`src/rtl/frac_norm_round_pkg.sv`:
```
// Shared widths and FSM encoding for the fraction normalise-and-round block.
package frac_norm_round_pkg;

  // Product width, result fraction width and shift-count width.
  localparam int unsigned ProdW  = 14;
  localparam int unsigned FracW  = ProdW / 2;
  localparam int unsigned ShiftW = 4;

  typedef enum logic [1:0] {
    StIdle,
    StNorm,
    StRound,
    StDone
  } state_e;

endpackage

```
`src/rtl/frac_rne_round.sv`:
```
// Round-to-nearest-even on a kept fraction given guard and sticky bits.
module frac_rne_round #(
  parameter int unsigned FW = 7
) (
  input  logic [FW-1:0] keep,
  input  logic          guard,
  input  logic          sticky,
  output logic [FW-1:0] rounded,
  output logic          carry
);

  logic          inc;
  logic [FW:0]   sum;

  // Ties go up only when the kept LSB is odd.
  assign inc = guard & (sticky | keep[0]);
  assign sum = {1'b0, keep} + {{FW{1'b0}}, inc};

  assign rounded = sum[FW-1:0];
  assign carry   = sum[FW];

endmodule

```
`src/rtl/frac_norm_round.sv`:
```
// Normalises an unsigned product fraction by left shifts, then rounds it to FW bits (RNE).
module frac_norm_round
  import frac_norm_round_pkg::*;
#(
  parameter int unsigned PW = ProdW,
  parameter int unsigned FW = PW / 2
) (
  input  logic              clk,
  input  logic              rst,
  input  logic              start,
  input  logic [PW-1:0]     product,
  output logic              busy,
  output logic              done,
  output logic [FW-1:0]     frac,
  output logic [ShiftW-1:0] shift,
  output logic              zero,
  output logic              sat
);

  localparam logic [ShiftW-1:0] MaxShift = ShiftW'(PW - 1);

  state_e            state_q;
  logic [PW-1:0]     work_q;
  logic [ShiftW-1:0] cnt_q;

  logic [FW-1:0]     keep;
  logic              guard;
  logic              sticky;
  logic [FW-1:0]     rounded;
  logic              carry;
  logic              work_zero;
  logic              norm_stop;

  assign keep      = work_q[PW-1 -: FW];
  assign guard     = work_q[PW-FW-1];
  assign sticky    = |work_q[PW-FW-2:0];
  assign work_zero = (work_q == '0);
  assign norm_stop = work_q[PW-1] | work_zero | (cnt_q == MaxShift);

  frac_rne_round #(
    .FW (FW)
  ) u_round (
    .keep    (keep),
    .guard   (guard),
    .sticky  (sticky),
    .rounded (rounded),
    .carry   (carry)
  );

  assign busy = (state_q == StNorm) || (state_q == StRound);
  assign done = (state_q == StDone);

  always_ff @(posedge clk) begin
    if (rst) begin
      state_q <= StIdle;
      work_q  <= '0;
      cnt_q   <= '0;
      frac    <= '0;
      shift   <= '0;
      zero    <= 1'b0;
      sat     <= 1'b0;
    end else begin
      unique case (state_q)
        StIdle, StDone: begin
          if (start) begin
            work_q  <= product;
            cnt_q   <= '0;
            state_q <= StNorm;
          end
        end
        StNorm: begin
          if (norm_stop) begin
            state_q <= StRound;
          end else begin
            work_q <= {work_q[PW-2:0], 1'b0};
            cnt_q  <= cnt_q + 1'b1;
          end
        end
        StRound: begin
          if (work_zero) begin
            frac  <= '0;
            shift <= '0;
            zero  <= 1'b1;
            sat   <= 1'b0;
          end else if (carry && (cnt_q != '0)) begin
            // Carry renormalises by undoing one of the left shifts.
            frac  <= {1'b1, {(FW-1){1'b0}}};
            shift <= cnt_q - 1'b1;
            zero  <= 1'b0;
            sat   <= 1'b0;
          end else if (carry) begin
            frac  <= '1;
            shift <= '0;
            zero  <= 1'b0;
            sat   <= 1'b1;
          end else begin
            frac  <= rounded;
            shift <= cnt_q;
            zero  <= 1'b0;
            sat   <= 1'b0;
          end
          state_q <= StDone;
        end
        default: state_q <= StIdle;
      endcase
    end
  end

endmodule
```
`config.mk`:
```
export PLATFORM = sky130hd
export DESIGN_NAME = frac_norm_round
export DESIGN_NICKNAME = d
export VERILOG_FILES = /design/src/rtl/frac_norm_round_pkg.sv /design/src/rtl/frac_rne_round.sv /design/src/rtl/frac_norm_round.sv
export SDC_FILE = /design/constraint.sdc
export NUM_CORES = 1
export LEC_CHECK = 0
export CAP_MARGIN = 10
export CELL_PAD_IN_SITES_DETAIL_PLACEMENT = 1
export CELL_PAD_IN_SITES_GLOBAL_PLACEMENT = 1
export CORE_ASPECT_RATIO = 1.75
export CORE_UTILIZATION = 50
export CTS_BUF_LIST = sky130_fd_sc_hd__clkbuf_2
export DETAILED_ROUTE_END_ITERATION = 8
export DONT_BUFFER_PORTS = 1
export PLACE_DENSITY = 0.89
export RECOVER_POWER = 100
export SYNTH_ARGS = -nofsm -noshare
export SYNTH_HDL_FRONTEND = slang
export SYNTH_SLANG_ARGS = --single-unit
```
`constraint.sdc`:
```
create_clock -name clk -period 2.52 [get_ports clk]
set_clock_uncertainty 0.05 [all_clocks]
set_input_delay 0.504 -clock clk [delete_from_list [all_inputs] [get_ports clk]]
set_output_delay 0.504 -clock clk [all_outputs]
set_load 0.01 [all_outputs]
```
==> results.yml, run 1 <==
die:
  io_pins: 32
  die_y_um: 85.18
  start_util_pct: 53.41
  dieArea_um2: 4219
  rows: 29
  die_x_um: 49.53
  core_um2: 3701
worst_setup_path:
  crit_family: "simple AND/OR/NAND/NOR gates"
  critical_path_buf_inv_count: 1
  slowest_delay_ns: 0.49
  cp.required_ns: 2.81
  criticalPathCategory: "register to register"
  critical_path.slowest_cell: "or4_1"
  endpoint_kind: "register"
  crit_chain: "inv_1, ha_1, nor2b_1, or3b_1, or4_1, a31oi_1"
  path_max_fanout: 5
  worstPathArrival_ns: 2.55
  startpoint_type: "register"
finish:
  n_antenna_cell: 0
  finalNetCount: 242
  fillCellCount: 469
  area_delta_synth_final_pct: 2.089
  drive_above_1_share_pct: 10.09
  fin_cells: 264
  postLayoutCellArea_um2: 2018
clock_tree:
  numCtsBuffers: 5
  htreeDepth: 2
  cts_setup_buffers: 0
  cts_root_buf: "clkbuf_2"
  clockBufferDepth: 2
  cts_sinks: 33
  tritoncts: "built"
  hold_buffers: 0
  clk_pin_slew_ns: 0.18
  cts_resized: 0
  clock_latency_ns: 0.40
power:
  p_leak_nw: 0.7788
  max-vdd-ir-drop_mv: 0.6229
  p_per_area_nw_per_um2: 1046
  total_power_mw: 2.111
placement:
  dpl_cell_area_um2: 1989
  gp_congestion: 0.8310
  dp_cells: 256
  dpl.hpwl_um: 3538
  dp_slack_ns: 0.2508
  port-buffer-count: 0
sta:
  finalSetupTns_ns: 0
  tightest_slew_ns: 0.6982
  rsz0062_at_grt: "false"
  setup_violations: 0
  period_share_pct: 89.73
  timing.final.ws_setup_ns: 0.2588
  fmax_ghz: 0.4422
  slew-limit-headroom_pct: 53.28
  timing_hold_violations_final: 0
  report.final.slew_viol_count: 0
  period_needed_ns: 2.261
route:
  drtIter0Drc: 25
  drcViolationCount: 0
  vias_per_cell: 6.034
  antenna_left: 0
  dr_total_vias: 1593
  detail_route.first_pass.iterations: 4
  routed_wirelength_um: 4633
  routedWlPerCell_um: 17.55
global_route:
  grt.met2_usage_pct: 45.82
  grt_overflow_total: 0
  grt_max_degree: 40
  grt_pass1_vias: 1741
  use_met3_pct: 5.197
  grt_use_total_pct: 24.84
  grtUsageMet1_pct: 25.94
  grt.busiest_layer: "met2"
  antenna_found_initial: 0
  grt_first_pass_wirelength_um: 8031
flow_run:
  cap_violations: 0
yosys:
  synth_cells: 220
  synth_async_sr_flop_share_pct: 0
  synth.distinct_cells: 52
  ys_warn_count: 0
  syn_nets: 245
  avgSynthCellArea_um2: 8.986
  yosys_register_bits: 33
  yosysSeqAreaShare_pct: 33.42
  yosys_most_used_dff: "dfxtp_1"
  netlist_area_um2: 1977
  synth_edf_count: 0
status:
  status: "completed"
min_path:
  hold_class: "input port to register"
final timing paths:
path                                 start        to  slack [ns]  cells after the start
worst min-delay path                   rst  cnt_q[3]        0.11                      1
worst max-delay path            state_q[0]  cnt_q[3]        0.26                      6
worst max register to register  state_q[0]  cnt_q[3]        0.26                      6
worst min register to register    shift[3]  shift[3]        0.48                      2
cells by family after synthesis:
logic type / Yosys count / synth area share [%]
buf+inv: 20 / 4.557
xor+xnor: 2 / 0.8862
compound gates: 37 / 12.91
flops: 33 / 33.42
mux: 34 / 18.16
fa+ha+maj: 8 / 5.063
simple gates: 86 / 25.00
synth_stat cells, types with 2 or more instances:
cell | instances | share of area (%)
dfxtp_1 | 33 | 33
nor2_1 | 25 | 4.7
mux2i_1 | 19 | 9.6
nor2b_1 | 14 | 4.4
nand2_1 | 11 | 2.1
mux2_1 | 10 | 5.7
nand3_1 | 10 | 2.5
o21ai_0 | 10 | 2.5
a21oi_1 | 8 | 2.0
ha_1 | 8 | 5.1
inv_1 | 8 | 1.5
clkbuf_1 | 6 | 1.1
mux2_2 | 5 | 2.8
a22o_1 | 4 | 1.8
o211ai_1 | 4 | 1.5
nor3_1 | 3 | 0.76
buf_2 | 2 | 0.51
nand2b_1 | 2 | 0.63
nand3b_1 | 2 | 0.76
nor4_1 | 2 | 0.63
or3_1 | 2 | 0.63
xnor2_1 | 2 | 0.89
layer usage:
| layer | part of all wire, % | vias up | wire, um |
|---|---|---|---|
| met3 | 3.4 | 11 | 158 |
| met2 | 54 | 37 | 2520 |
| met1 | 39 | 770 | 1821 |
| li1 | - | 775 | - |
| met4 | 2.8 | 0 | 131 |
| met5 | 0 | - | 0 |
worst reg2reg max path, stage by stage, from the launching register on:
cell     delay (ns)
dfxtp_1        0.42
inv_1          0.08
ha_1           0.36
nor2b_1        0.19
or3b_1         0.45
or4_1          0.49
a31oi_1        0.16
cells in the final DEF (no fill, tap or decap), types with 2 or more instances in the layout:
cell      instances
a21oi_1           8
mux2_1           10
nor3_1            4
nand3b_1          2
nand2_1          11
ha_1              8
nand3_1          10
xnor2_1           2
clkinv_2          2
nand2b_1          2
nor2_1           25
clkbuf_2          5
dfxtp_1          33
inv_1             8
nand4_1           2
mux2i_1          19
nor4_1            2
o21ai_0          10
a22o_1            4
mux2_2            5
or3_1             2
nor2b_1          14
o211ai_1          4
buf_4             2
area by class of cell:
cell class / instances / area, um^2 / share of cell area (%)
Timing Repair Buffer: 2 / 15.01 / 0.7440
Sequential cell: 33 / 660.6 / 32.73
Multi-Input combinational cell: 167 / 1212 / 60.07
Tap cell: 46 / 57.56 / 2.852
Inverter: 8 / 30.03 / 1.488
Clock inverter: 3 / 17.52 / 0.8679
Clock buffer: 5 / 25.02 / 1.240
flip-flops by register name, summed over array words and instances, names as in the netlist:
name / flops
work_q: 14
frac: 7
cnt_q: 4
shift: 4
state_q: 2
sat: 1
zero: 1
report_power, final:
part	total [mW]	internal (mW)	leakage [nW]	switching (mW)
logic	1.04	0.449	0.482	0.593
clock network	0.260	0.0646	0.0287	0.195
registers	0.810	0.642	0.268	0.169
stage by stage:
| step | util [%] | hold slack [ns] |
|---|---|---|
| after global placement | 53.75 | 0.4462 |
| after CTS | 54.90 | 0.08499 |
| after global routing | 54.53 | 0.07189 |
| after floorplan | - | 0.4331 |
| after detailed placement | 53.75 | 0.4638 |
| final | 54.53 | 0.1055 |
Note: power is estimated with default switching activity, not from simulation.
==> run 2: changes to the inputs <==
- ABC_CLOCK_PERIOD_IN_PS: unset -> 2520
==> results of run 2 <==
The final DEF is identical to that of run 1; final timing and power are the same.
==> run 3: changes to the inputs <==
- ABC_CLOCK_PERIOD_IN_PS: 2520 -> 1940
- CORE_UTILIZATION: 50 -> 45
- PLACE_DENSITY: 0.89 -> 0.85
- clock period: 2.52 -> 1.94 ns (I/O delays scaled with it)
==> run 3 against run 2 <==
  * The run now ends with setup timing left
  * Design area increased by 11%
  * Worst hold slack better by 0.042 ns
  * Count of clock-buffer cells in the layout up 3
  * Highest routed layer unchanged
==> results.yml, run 3 (same netlist as run 1, synthesis figures left out) <==
status:
  status: "complete, but fails checks"
  violations: "setup timing"
worst_setup_path:
  path_max_fanout: 13
  endpoint_kind: "register"
  criticalPathCategory: "register to register"
  startpoint_type: "register"
  cp.required_ns: 2.18
  worstPathArrival_ns: 2.18
global_route:
  grt_use_total_pct: 23.78
  grt_first_pass_wirelength_um: 8114
  grt.met2_usage_pct: 45.80
  antenna_found_initial: 0
  grt_overflow_total: 0
  grt_pass1_vias: 1775
  grt.busiest_layer: "met2"
  grtUsageMet1_pct: 22.55
  grt_max_degree: 34
  use_met3_pct: 5.387
route:
  dr_total_vias: 1682
  vias_per_cell: 5.800
  routed_wirelength_um: 5159
  drtIter0Drc: 14
  detail_route.first_pass.iterations: 4
  routedWlPerCell_um: 17.79
  antenna_left: 0
  drcViolationCount: 0
sta:
  timing_hold_violations_final: 0
  report.final.slew_viol_count: 0
  fmax_ghz: 0.5150
  slew-limit-headroom_pct: 70.16
  setup_violations: 1
  rsz0062_at_grt: "true"
  period_needed_ns: 1.942
  tightest_slew_ns: 0.4442
  period_share_pct: 100.1
  timing.final.ws_setup_ns: -0.001669
placement:
  dpl.hpwl_um: 3843
  port-buffer-count: 0
  dp_slack_ns: -0.1486
  dpl_cell_area_um2: 2170
  gp_congestion: 0.8068
die:
  rows: 31
  die_y_um: 89.68
  io_pins: 32
  dieArea_um2: 4673
  start_util_pct: 47.19
  core_um2: 4189
  die_x_um: 52.11
finish:
  drive_above_1_share_pct: 20.33
  n_antenna_cell: 0
  utilization_pct: 53.58
  regMostFlops: "work_q"
  most-common-layout-cells: "31 x dfxtp_1, 25 x nor2_1, 19 x mux2i_1"
  largest_register_ffs: 14
  finalNetCount: 265
  postLayoutCellArea_um2: 2245
  area_delta_synth_final_pct: 13.54
  layout_commonest_cell: "dfxtp_1"
  reg_top3: "work_q (14), frac (7)"
power:
  max-vdd-ir-drop_mv: 0.8011
  total_power_mw: 3.159
  p_per_area_nw_per_um2: 1407
  p_leak_nw: 0.8947
clock_tree:
  cts_root_buf: "clkbuf_2"
  clk_pin_slew_ns: 0.16
  clock_latency_ns: 0.39
  cts_sinks: 33
  tritoncts: "built"
  numCtsBuffers: 5
  htreeDepth: 2
  clockBufferDepth: 2
min_path:
  hold_class: "input port to register"
flow_run:
  cap_violations: 0
## run 3: per-stage QoR
stage                     std cells  hold WS (ns)   TNS [ns]
after floorplan                 220        0.4331          0
after global placement          279        0.4115          0
after detailed placement        279        0.4134    -0.1916
after CTS                       289       0.01609          0
after global routing            290        0.1338    -0.6755
final                           290        0.1474  -0.001669
## run 3: worst paths after layout
kind	start	endpoint	slack [ns]	cells past startpoint
max reg2reg	state_q[1]	work_q[6]	-0.002	7
min reg2reg	shift[0]	shift[0]	0.47	2
max	state_q[1]	work_q[6]	-0.002	7
min	start	work_q[0]	0.15	3
## run 3: final cells by class
class                      count  area (um^2)
sequential                    33        665.6
inverter                       8        32.53
tap                           49        61.31
timing repair buffer          25        181.4
multi-input combinational    167         1264
clock buffer                   8        40.04
fill                         495         1944
## run 3: repair_timing
item	4_1_cts	5_1_grt
hold endpoints to repair	7	1
hold buffers	1	1
setup buffers	1	0
setup endpoints to repair	6	19
pin swaps	2	1
resized for setup	4	6
## run 3: power breakdown
part	leakage (nW)	internal, mW	switching (mW)
clock network	0.0332	0.106	0.235
logic	0.592	0.848	0.925
registers	0.269	0.841	0.204
total	0.895	1.80	1.36
## run 3: critical path: stages, from the launching register on
cell,delay (ns)
dfxtp_1,0.44
inv_1,0.10
ha_1,0.25
buf_4,0.17
nand3b_1,0.19
a21boi_4,0.17
buf_6,0.16
mux2_1,0.33
## run 3: routing by layer
layer	vias to the layer above	share of wire, %
met1	810	37
met5	-	0
met2	35	57
li1	821	-
met4	0	3.4
met3	16	3.1
